**src/rtl/irq_controller.sv**
```systemverilog
// ---------------------------------------------------------------------------
// irq_controller
//   Collects N_IRQ external interrupt lines and synchronises them. Each line
//   has an enable mask and an edge/level mode. Lines are prioritised with the
//   lowest index first, and one request is presented to cop0's external
//   interrupt input. An interrupt is tracked through request, acknowledge and
//   eret, so only one external interrupt is outstanding at a time.
//
// Ports
//   i_clk      single clock, rising edge
//   i_rst      asynchronous reset, active-high
//   i_irq      raw interrupt lines (asynchronous to i_clk)
//   i_we       register write strobe (mtc0)
//   i_address  register address
//   i_data     register write data
//   o_data     register read data, combinational from i_address (unmapped -> 0)
//   i_ack      cop0 took the external exception
//   i_eret     eret executed (handler done)
//   o_irq      registered request to cop0
//   o_irq_id   id of the line currently requested / in service
//
// Registers
//   MASK_ADDR  MASK    RW   bit=1 enables the line
//   PEND_ADDR  PENDING R    write-1-to-clear
//   MODE_ADDR  MODE    RW   bit=1 edge, bit=0 level
//   ID_ADDR    ID      R    {in_service, zero pad, o_irq_id}
// ---------------------------------------------------------------------------
module irq_controller #(
    parameter int         N_IRQ     = 8,
    parameter int         ID_W      = (N_IRQ > 1) ? $clog2(N_IRQ) : 1,
    parameter logic [4:0] MASK_ADDR = 5'd16,
    parameter logic [4:0] PEND_ADDR = 5'd17,
    parameter logic [4:0] MODE_ADDR = 5'd18,
    parameter logic [4:0] ID_ADDR   = 5'd19
) (
    input  logic             i_clk,
    input  logic             i_rst,
    input  logic [N_IRQ-1:0] i_irq,
    input  logic             i_we,
    input  logic [4:0]       i_address,
    input  logic [31:0]      i_data,
    output logic [31:0]      o_data,
    input  logic             i_ack,
    input  logic             i_eret,
    output logic             o_irq,
    output logic [ID_W-1:0]  o_irq_id
);

    typedef enum logic [1:0] {
        IDLE       = 2'd0,
        REQUEST    = 2'd1,
        IN_SERVICE = 2'd2
    } state_t;

    state_t            state_q, state_d;
    logic [N_IRQ-1:0]  s1_q, s1_d;
    logic [N_IRQ-1:0]  s2_q, s2_d;
    logic [N_IRQ-1:0]  s3_q, s3_d;
    logic [N_IRQ-1:0]  mask_q, mask_d;
    logic [N_IRQ-1:0]  mode_q, mode_d;
    logic [N_IRQ-1:0]  pend_q, pend_d;
    logic [ID_W-1:0]   id_q, id_d;
    logic              irq_q, irq_d;

    logic [N_IRQ-1:0]  pend_set;
    logic [N_IRQ-1:0]  pend_clr;
    logic [N_IRQ-1:0]  active;
    logic [ID_W-1:0]   best_id;
    logic              wr_mask, wr_mode, wr_pend;

    // ------------------------------------------------------------------
    // Datapath: synchroniser, register writes, pending set/clear
    // ------------------------------------------------------------------
    always_comb begin
        // NOTE: every always_comb output gets a default first, so no path can
        // leave a signal unassigned and infer a latch.
        s1_d   = i_irq;
        s2_d   = s1_q;
        s3_d   = s2_q;
        mask_d = mask_q;
        mode_d = mode_q;

        wr_mask = i_we && (i_address == MASK_ADDR);
        wr_mode = i_we && (i_address == MODE_ADDR);
        wr_pend = i_we && (i_address == PEND_ADDR);

        // Only the low N_IRQ bits are stored, so upper bits ignore writes.
        if (wr_mask) mask_d = i_data[N_IRQ-1:0];
        if (wr_mode) mode_d = i_data[N_IRQ-1:0];

        // Edge lines set on a synchronised rising edge; level lines set
        // whenever they are high.
        pend_set = (s2_q & ~s3_q & mode_q) | (s2_q & ~mode_q);

        pend_clr = '0;
        if (wr_pend) pend_clr = i_data[N_IRQ-1:0];
        // The acknowledge consumes an edge interrupt. A level line stays
        // pending until software clears it at the source and then by W1C.
        if (i_ack && (state_q == REQUEST) && mode_q[id_q])
            pend_clr = pend_clr | (N_IRQ'(1) << id_q);

        // Set wins over clear, so a level line that is still high stays pending.
        pend_d = (pend_q & ~pend_clr) | pend_set;
    end

    assign active = pend_q & mask_q;

    // Lowest index wins: scan downwards so the last hit is the lowest.
    always_comb begin
        best_id = '0;
        for (int i = N_IRQ - 1; i >= 0; i--) begin
            if (active[i]) best_id = ID_W'(i);
        end
    end

    // ------------------------------------------------------------------
    // Request / service FSM
    // ------------------------------------------------------------------
    always_comb begin
        state_d = state_q;
        id_d    = id_q;
        unique case (state_q)
            IDLE: begin
                if (|active) begin
                    state_d = REQUEST;
                    id_d    = best_id;
                end
            end
            REQUEST: begin
                // The id is frozen while requesting. Ack beats a same-cycle
                // withdrawal.
                if (i_ack)
                    state_d = IN_SERVICE;
                else if (!active[id_q])
                    state_d = IDLE;
            end
            IN_SERVICE: begin
                if (i_eret) state_d = IDLE;
            end
            default: state_d = IDLE;
        endcase
        irq_d = (state_d == REQUEST);
    end

    // ------------------------------------------------------------------
    // State registers
    // ------------------------------------------------------------------
    always_ff @(posedge i_clk or posedge i_rst) begin
        // NOTE: sequential state uses non-blocking assignments only, so every
        // flop samples pre-edge values regardless of statement order.
        if (i_rst) begin
            state_q <= IDLE;
            s1_q    <= '0;
            s2_q    <= '0;
            s3_q    <= '0;
            mask_q  <= '0;
            mode_q  <= '0;
            pend_q  <= '0;
            id_q    <= '0;
            irq_q   <= 1'b0;
        end else begin
            state_q <= state_d;
            s1_q    <= s1_d;
            s2_q    <= s2_d;
            s3_q    <= s3_d;
            mask_q  <= mask_d;
            mode_q  <= mode_d;
            pend_q  <= pend_d;
            id_q    <= id_d;
            irq_q   <= irq_d;
        end
    end

    assign o_irq    = irq_q;
    assign o_irq_id = id_q;

    // ------------------------------------------------------------------
    // Read mux
    // ------------------------------------------------------------------
    always_comb begin
        o_data = 32'd0;
        if (i_address == MASK_ADDR)
            o_data = 32'(mask_q);
        else if (i_address == PEND_ADDR)
            o_data = 32'(pend_q);
        else if (i_address == MODE_ADDR)
            o_data = 32'(mode_q);
        else if (i_address == ID_ADDR)
            o_data = {(state_q == IN_SERVICE), {(31 - ID_W){1'b0}}, id_q};
    end

    // Write-data bits above the line count have no storage.
    if (N_IRQ < 32) begin : g_unused_data
        logic unused_data;
        assign unused_data = ^i_data[31:N_IRQ];
    end

endmodule

```
**config.mk**
```make
export PLATFORM = sky130hd
export DESIGN_NAME = irq_controller
export DESIGN_NICKNAME = d
export VERILOG_FILES = /design/src/rtl/irq_controller.sv
export SDC_FILE = /design/constraint.sdc
export NUM_CORES = 1
export LEC_CHECK = 0
export ABC_AREA = 1
export BUFFER_PORTS_ARGS = -buffer_cell sky130_fd_sc_hd__buf_2
export CAP_MARGIN = 5
export CORE_MARGIN = 5
export CORE_UTILIZATION = 54
export DETAILED_ROUTE_END_ITERATION = 8
export PLACE_DENSITY = 0.82
export SETUP_SLACK_MARGIN = 0.02
export SLEW_MARGIN = 10
export SYNTH_ARGS = -nofsm -noshare
export SYNTH_HDL_FRONTEND = slang
export SYNTH_SLANG_ARGS = --single-unit
```
**constraint.sdc**
```tcl
create_clock -name i_clk -period 2.55 [get_ports i_clk]
set_clock_uncertainty 0.1 [all_clocks]
set_input_delay 0 -clock i_clk [delete_from_list [all_inputs] [get_ports i_clk]]
set_output_delay 0 -clock i_clk [all_outputs]
set_load 0.005 [all_outputs]
```
* Word level (Yosys, flattened, before mapping)
Index checks and enable logic that the tools add are counted.
** Operators by class
- Add/subtract/negate cells :: 0
- $mul :: 0
- Div/mod/pow operators :: 0
- Order comparisons :: 1
- Equal/unequal tests :: 7
- Shift-type cells :: 1
- Multiplexer cells :: 23
- Bitwise operators :: 11
- Reduce and logical (&&, ||, !) cells :: 8
** Operators by type and width (number)
- $mux W32 :: 4
- $and A8 B8 Y8 :: 5
- $mux W3 :: 8
- $not A8 Y8 :: 3
- $or A8 B8 Y8 :: 3
- $eq A5 B5 Y1 const B :: 4
- $mux W8 :: 2
- $mux W2 :: 4
- $reduce_or A8 Y1 :: 1
- $shl A1 B3 Y8 const A :: 1
- $bmux W1 S3 :: 2
- $pmux W2 S3 :: 1
- $logic_and A1 B1 Y1 :: 5
- $eq A2 B1 Y1 const B :: 2
- $lt A3 B4 Y1 const B :: 1
- $eq A2 B2 Y1 const B :: 1
- $logic_not A2 Y1 :: 1
- $mux W1 :: 2
- $reduce_and A2 Y1 :: 1
** Word-level totals
- Bits in registers :: 54
- Bits in latches :: 0
- Bits in writable memories :: 0
- Bits in read-only memories :: 0
- Input port bits :: 50
- Output and inout port bits :: 36
- Logic and storage cells :: 60
- Memories :: 0

* Logic depth before layout (Yosys ltp)
Gate-level depths: netlist of run 1.
- Word-level depth :: 9
- Depth in mapped cells :: 9
- Depth with buffers taken out :: 9

* Worst setup path after synthesis of run 1
Ideal clock, no wire load.
- Kind :: flip-flop to flip-flop
- From :: register id_q[0], in the netlist o_irq_id[0]
- To :: register irq_q, in the netlist o_irq
- Setup time :: 0.123 ns
- Data arrival time :: 1.155 ns
- Data required time :: 2.327 ns
- Setup slack :: 1.172 ns
- Stages on the path, launching flop included :: 10
- Path buffers :: 1
- Clock period less this slack :: 1.378 ns
- Cells stage by stage :: dfrtp_1 -> buf_2 -> inv_1 -> nand2_1 -> o21ai_0 -> a21oi_1 -> nand2_1 -> nand2_1 -> nand2_1 -> nand2_1
** Between the ends
- Word-level cells in the longest chain between the ends :: 6
** RTL lines
- from (decl) :: line 62 : logic [ID_W-1:0] id_q, id_d;
- from (signal assigned) :: line 169 : id_q <= id_d;
- $bmux W1 S3 :: line 134 : else if (!active[id_q])
- $mux W1 (not written as such) :: line 134
- $mux W2 :: line 134
- $mux W2 :: line 132 : if (i_ack)
- $pmux W2 S3 :: line 122 : unique case (state_q)
- $eq A2 B1 Y1 :: line 142 : irq_d = (state_d == REQUEST);
- net irq_d :: line 63 : logic irq_q, irq_d;
- to (signal assigned) :: line 170 : irq_q <= irq_d;
- to (decl) :: line 63
The timed path passes the listed nets, and every way through them passes these cells. The select of a mux whose other input is x is not followed.
A chain may end at the register's enable or synchronous reset.

* Final worst setup path of run 1
- From :: register id_q[0], in the netlist o_irq_id[0]
- To :: register state_q[0]
** Between the ends
- Word-level cells in the longest chain between the ends :: 5
** RTL lines
- $bmux W1 S3 :: line 134
- $mux W1 (not written as such) :: line 134
- $mux W2 :: line 134
- $mux W2 :: line 132
- $pmux W2 S3 :: line 122
- net state_d[0] :: line 55 : state_t state_q, state_d;
- to (signal assigned) :: line 162 : state_q <= state_d;
- to (decl) :: line 55
The timed path passes the listed nets, and every way through them passes these cells. The select of a mux whose other input is x is not followed.

==> reports/metrics.csv, run 1 <==
metric,value,unit
status,completed,
synth_area_per_cell,8.40,um^2
async_flop_share,100,%
num_rows,25,
reg2regPathDepth,7,
rsz0062_at_grt,false,
layout-drive-gt1-share,17.8,%
path_class,flop to flop,
first_iter_violations,140,
slew_violations,0,
hold_depth,4,
die_x,79.3,um
crit_chain,inv_1 -> nor2_1 -> a21oi_1 -> nand4_1 -> nand2_1 -> nand2_1 -> nand2_1,
final_cell_mix,"nand2_1, dfrtp_1, buf_2",
worstSkewPairLatency,0.32,ns
power.density,728,mW/mm^2
initial_core_util,55.3,%
hp-class,input pin to flop,
critPathMostFrequentCell,nand2_1,
tns,0,ns
overflow,0,
yosys_register_bits,54,
io_buffers,38,
clock-sinks,54,
antenna_found_initial,0,
grt_start_max_net_pins,55,
final_common_cell,nand2_1,
startpoint_type,flop,
synth_edf_count,0,
crit_path_end_kind,flop,
max_freq,603,MHz
slew_headroom,56.3,%
p_leak,0.00158,uW
worstMarginPinSlew,0.656,ns
dieArea,0.00629,mm^2
groute.usage.overall,20.2,%
yosysSeqAreaShare,52.1,%
io_pins,86,
fin_crit,1.66,ns
hpwl,4000,um
clockBufferDepth,2,
numCtsBuffers,5,
synth_flop_cell,dfrtp_1,
multiInputGateArea,0.00103,mm^2
worst_path_max_delay_cell,dfrtp_1,
cts_setup_buffers,0,
first_pass_iters,5,
syn_area,0.00259,mm^2
regArea,0.00135,mm^2
max_cap_viol_count,0,
min_period_over_period,65.0,%
clk_transition_reported_paths,0.10,ns
yosysWarningCount,0,
final_nets,420,
fillers,409,
place.gp.congestion,0.878,
drc,0,
synth_cell_types,25,
postRouteAntennaNets,0,
die_h,79.3,um
max_stage_delay,0.58,ns
via_count,2128,
grt_first_pass_wirelength,9810,um
via_per_inst,5.01,
area_growth,17.3,%
root_buffer,clkbuf_8,
fp.coreArea,0.00469,mm^2
arrival,1.76,ns
syn-instance-count,309,
hold_viol,0,
diodes,0,
whs,0.149,ns
cp_max_fo,11,
wl,5710,um
grt_pass1_vias,2112,
cts_tree,yes,
ctsHtreeMaxLevel,2,
worstPathRequired,2.65,ns
setup_viol,0,
peakVddDrop,0.487,mV
post_drt_wl_per_cell,13.4,um
-- critical path, delay by kind of cell (launching register included) --
kind | cells | cell delay, ns
compound gates | 1 | 0.10
buf+inv | 1 | 0.22
flops | 1 | 0.58
simple gates | 5 | 0.55
-- stage by stage --
stage	util [%]	total power, uW	instances	setup WS, ns	cell area, um^2
after floorplan	-	1530	331	1.14	2680
after global placement	58.3	1650	396	0.940	2730
after detailed placement	58.3	1670	396	0.937	2730
after CTS	64.9	2220	425	0.911	3040
after global routing	64.9	2370	425	0.761	3040
final	64.9	2220	425	0.893	3040
-- flip-flops by register name, summed over array words and instances, names as in the netlist --
signal	cells
mask_q	8
pend_q	8
mode_q	8
state_q	2
o_irq	1
s2_q	8
o_irq_id	3
s3_q	8
s1_q	8
-- routing by layer --
layer / track usage [%] / routed length [um] / share of wire, % / up-vias
met5: 0 / 0 / 0 / -
met4: 6.87 / 87 / 1.5 / 0
met3: 3.85 / 413 / 7.2 / 10
met2: 33.9 / 2790 / 49 / 88
met1: 26.2 / 2420 / 42 / 970
li1: - / - / - / 1060
-- power by group --
part | internal, uW | switching, uW | leakage (uW) | total (uW)
Clock | 224 | 292 | 0.0000478 | 516
Sequential | 971 | 152 | 0.000632 | 1120
Combinational | 221 | 356 | 0.000903 | 578
Total | 1420 | 800 | 0.00158 | 2220
-- cells by family after synthesis --
logic type	Yosys count	share of synthesized area [%]
other cells	1	0.145
compound gates	30	7.43
flops	54	52.1
simple gates	173	28.8
buf+inv	51	11.5
-- cell usage after synthesis (3+ instances only) --
cell type	n	share of area, %
nand4_1	12	2.9
nor3_1	5	0.96
nand2_2	3	0.72
o21ai_2	8	2.7
buf_4	24	6.9
o21a_1	4	1.2
nand2_1	123	18
nand3_1	16	3.1
nor2_1	8	1.2
dfrtp_1	54	52
a21oi_1	6	1.2
inv_1	21	3.0
o21ai_0	3	0.58
o21ai_1	8	1.5
-- path summary, 6_finish.rpt --
| kind | from | endpoint | slack [ns] |
|---|---|---|---|
| max | o_irq_id[0] | state_q[0] | 0.89 |
| min | i_address[0] | mode_q[6] | 0.15 |
| max reg2reg | o_irq_id[0] | state_q[0] | 0.89 |
| min reg2reg | s1_q[1] | s2_q[1] | 0.26 |
| max in group asynchronous | i_rst | mode_q[0] | 1.62 |
| min in group asynchronous | i_rst | s2_q[6] | 0.30 |
-- layout make-up --
cell class	count	share of cell area [%]
clock buffer	6	2.71
clock inverter	2	0.535
inverter	22	2.71
multi-input combinational	226	33.8
sequential	54	44.4
tap	54	2.22
timing repair buffer	61	13.7
-- repair_timing --
action,CTS,global route
endpoints found under the hold margin,85,0
hold buffers,21,0
gates resized for setup,0,0
Power figures use the tool's default switching activity.
==> inputs of run 2 (changes only) <==
--- a/config.mk
+++ b/config.mk
@@ -9,9 +9,9 @@
 export BUFFER_PORTS_ARGS = -buffer_cell sky130_fd_sc_hd__buf_2
 export CAP_MARGIN = 5
 export CORE_MARGIN = 5
-export CORE_UTILIZATION = 54
+export CORE_UTILIZATION = 50
 export DETAILED_ROUTE_END_ITERATION = 8
-export PLACE_DENSITY = 0.82
+export PLACE_DENSITY = 0.76
 export SETUP_SLACK_MARGIN = 0.02
 export SLEW_MARGIN = 10
 export SYNTH_ARGS = -nofsm -noshare
==> constraint.sdc (replaced) <==
create_clock -name i_clk -period 1.7 [get_ports i_clk]
set_clock_uncertainty 0.1 [all_clocks]
set_input_delay 0 -clock i_clk [delete_from_list [all_inputs] [get_ports i_clk]]
set_output_delay 0 -clock i_clk [all_outputs]
set_load 0.005 [all_outputs]
==> reports/metrics.csv, run 2 (synthesis results as in run 1) <==
metric,value,unit,change
multiInputGateArea,0.00103,mm^2,unchanged
wl,5780,um,+1.1%
dieArea,0.00673,mm^2,+7.0%
grt_pass1_vias,2054,,-2.7%
io_buffers,38,,unchanged
slew_headroom,60.3,%,+4.1 points
hold_depth,4,,unchanged
max_cap_viol_count,0,,unchanged
critPathMostFrequentCell,nand2_1,,
clk_transition_reported_paths,0.10,ns,about the same
cp_max_fo,7,,-4
comb_power_share,26.6,%,+0.5 points
min_to,pend_q[7],,
crit_chain,inv_1 -> nand2_1 -> nand2_1 -> nand2_1 -> nand3_1 -> nand4_1 -> nand2_1 -> nand2_1,,
p_sw_share,34.3,%,-1.8 points
setup_viol,0,,unchanged
dp_slack,0.203,ns,-0.734 ns
p_leak,0.00160,uW,+1.3%
worst_slack,0.171,ns,-0.722 ns
place.gp.congestion,0.917,,+4.5%
p_seq_share,48.7,%,-2.0 points
post_drt_wl_per_cell,13.0,um,-3.0%
max_freq,654,MHz,+8.4%
arrival,1.62,ns,-0.14 ns
via_count,2177,,+2.3%
crit_path_end_kind,flop,,
peakVddDrop,0.638,mV,+31%
min_period_over_period,89.9,%,+25 points
clock-sinks,54,,unchanged
hp-class,input pin to flop,,
antenna_found_initial,0,,unchanged
groute.usage.overall,18.7,%,-1.5 points
drc,0,,unchanged
die_h,82.0,um,+3.4%
clkPwrFrac,24.7,%,+1.4 points
fin_crit,1.53,ns,-0.128 ns
final_nets,422,,+0.48%
min-delay-start,i_we,,
initial_core_util,51.1,%,-4.2 points
regArea,0.00135,mm^2,unchanged
worst_path_max_delay_cell,dfrtp_1,,
slew_violations,0,,unchanged
ff2ff_setup_slack,0.17,ns,-0.72 ns
power.density,1100,mW/mm^2,+51%
overflow,0,,unchanged
cts_setup_buffers,0,,unchanged
die_x,82.0,um,+3.4%
p_int,2240,uW,+58%
hold_viol,0,,unchanged
critPathTopFamily,simple AND/OR/NAND/NOR gates,,
startpoint_type,flop,,
cts_tree,yes,,
final_cell_mix,"nand2_1, dfrtp_1, buf_2",,
ctsHtreeMaxLevel,2,,unchanged
p_total,3410,uW,+54%
first_iter_violations,208,,+49%
p_switching,1170,uW,+46%
fillers,482,,+18%
tns,0,ns,unchanged
postRouteAntennaNets,0,,unchanged
path_class,flop to flop,,
clockBufferDepth,2,,unchanged
numCtsBuffers,5,,unchanged
status,completed,,
hpwl,4090,um,+2.4%
first_pass_iters,4,,-1
critPathBufInv,1,,unchanged
final_util,61.1,%,-3.8 points
reg2regPathDepth,8,,+1
grt_start_max_net_pins,35,,-36%
layout-drive-gt1-share,18.2,%,+0.44 points
num_rows,26,,+4.0%
worstMarginPinSlew,0.591,ns,-0.0654 ns
grt_first_pass_wirelength,9450,um,-3.6%
reg2reg_from,o_irq_id[0],,
root_buffer,clkbuf_8,,
io_pins,86,,unchanged
via_per_inst,4.91,,-1.9%
worstSkewPairLatency,0.30,ns,-0.02 ns
fp.coreArea,0.00507,mm^2,+8.2%
max_stage_delay,0.44,ns,-0.14 ns
r2r_end,pend_q[1],,
worstPathRequired,1.80,ns,-0.85 ns
final_common_cell,nand2_1,,
rsz0062_at_grt,false,,
area_growth,19.4,%,
diodes,0,,unchanged
==> run 2: cell count changes in the layout (fill, tap and decap cells not counted) <==
cell,change
buf_4,+2
dlygate4sd3_1,-1
bufinv_16,+1
inv_6,-1
buf_12,+1
clkbuf_1,+1
clkbuf_8,-1
==> run 2: routing by layer <==
| metal | wire length (um) | share of wire [%] | up-vias | GRT usage, % |
|---|---|---|---|---|
| met5 | 0 | 0 | - | 0 |
| met4 | 111 | 1.9 | 0 | 8.14 |
| met3 | 507 | 8.8 | 9 | 4.61 |
| met2 | 2750 | 48 | 92 | 29.4 |
| met1 | 2410 | 42 | 1007 | 24.4 |
| li1 | - | - | 1069 | - |
==> run 2: area by class of cell <==
class	count	share of cell area (%)
Timing Repair Buffer	63	14.2
Sequential cell	54	43.6
Clock buffer	6	2.34
Clock inverter	2	1.21
Multi-Input combinational cell	226	33.1
Inverter	22	2.66
Tap cell	70	2.83
==> run 2: how the worst max path moves through the flow <==
stage / slack (ns) / cells after the start / from / to
4_1_cts: 0.20 / 8 / o_irq_id[0] / pend_q[1]
3_3_place_gp: 0.25 / 8 / o_irq_id[0] / pend_q[4]
2_1_floorplan: 0.29 / 1 / i_rst / mask_q[0]
3_5_place_dp: 0.20 / 8 / o_irq_id[0] / pend_q[1]
5_1_grt: 0.06 / 8 / o_irq_id[0] / pend_q[1]
6_report: 0.17 / 8 / o_irq_id[0] / pend_q[1]
==> run 2: tightest hold or removal path, stage by stage <==
cell,delay (ns)
buf_2,0.16
nand3_1,0.09
nand3_1,0.08
nand2_1,0.05
==> run 2: power by group through the flow <==
stage	registers, uW	clock network, uW	logic (uW)
finish	1660	844	907
global route	1690	936	1030
CTS	1660	873	896
detailed placement	1680	0	844
global placement	1680	0	827
floorplan	1590	0	700
==> run 2: stage by stage <==
stage,instances,hold WS (ns),cell area (um^2)
global placement,415,-0.0624,2790
finish,443,0.00869,3100
floorplan,331,-0.0686,2680
CTS,443,0.00226,3100
detailed placement,415,-0.0534,2790
global route,443,0.0458,3100
==> run 2: timing repair <==
item	CTS	global route
resized for setup	0	0
hold endpoints to repair	70	0
hold buffers	20	0
setup endpoints to repair	0	0
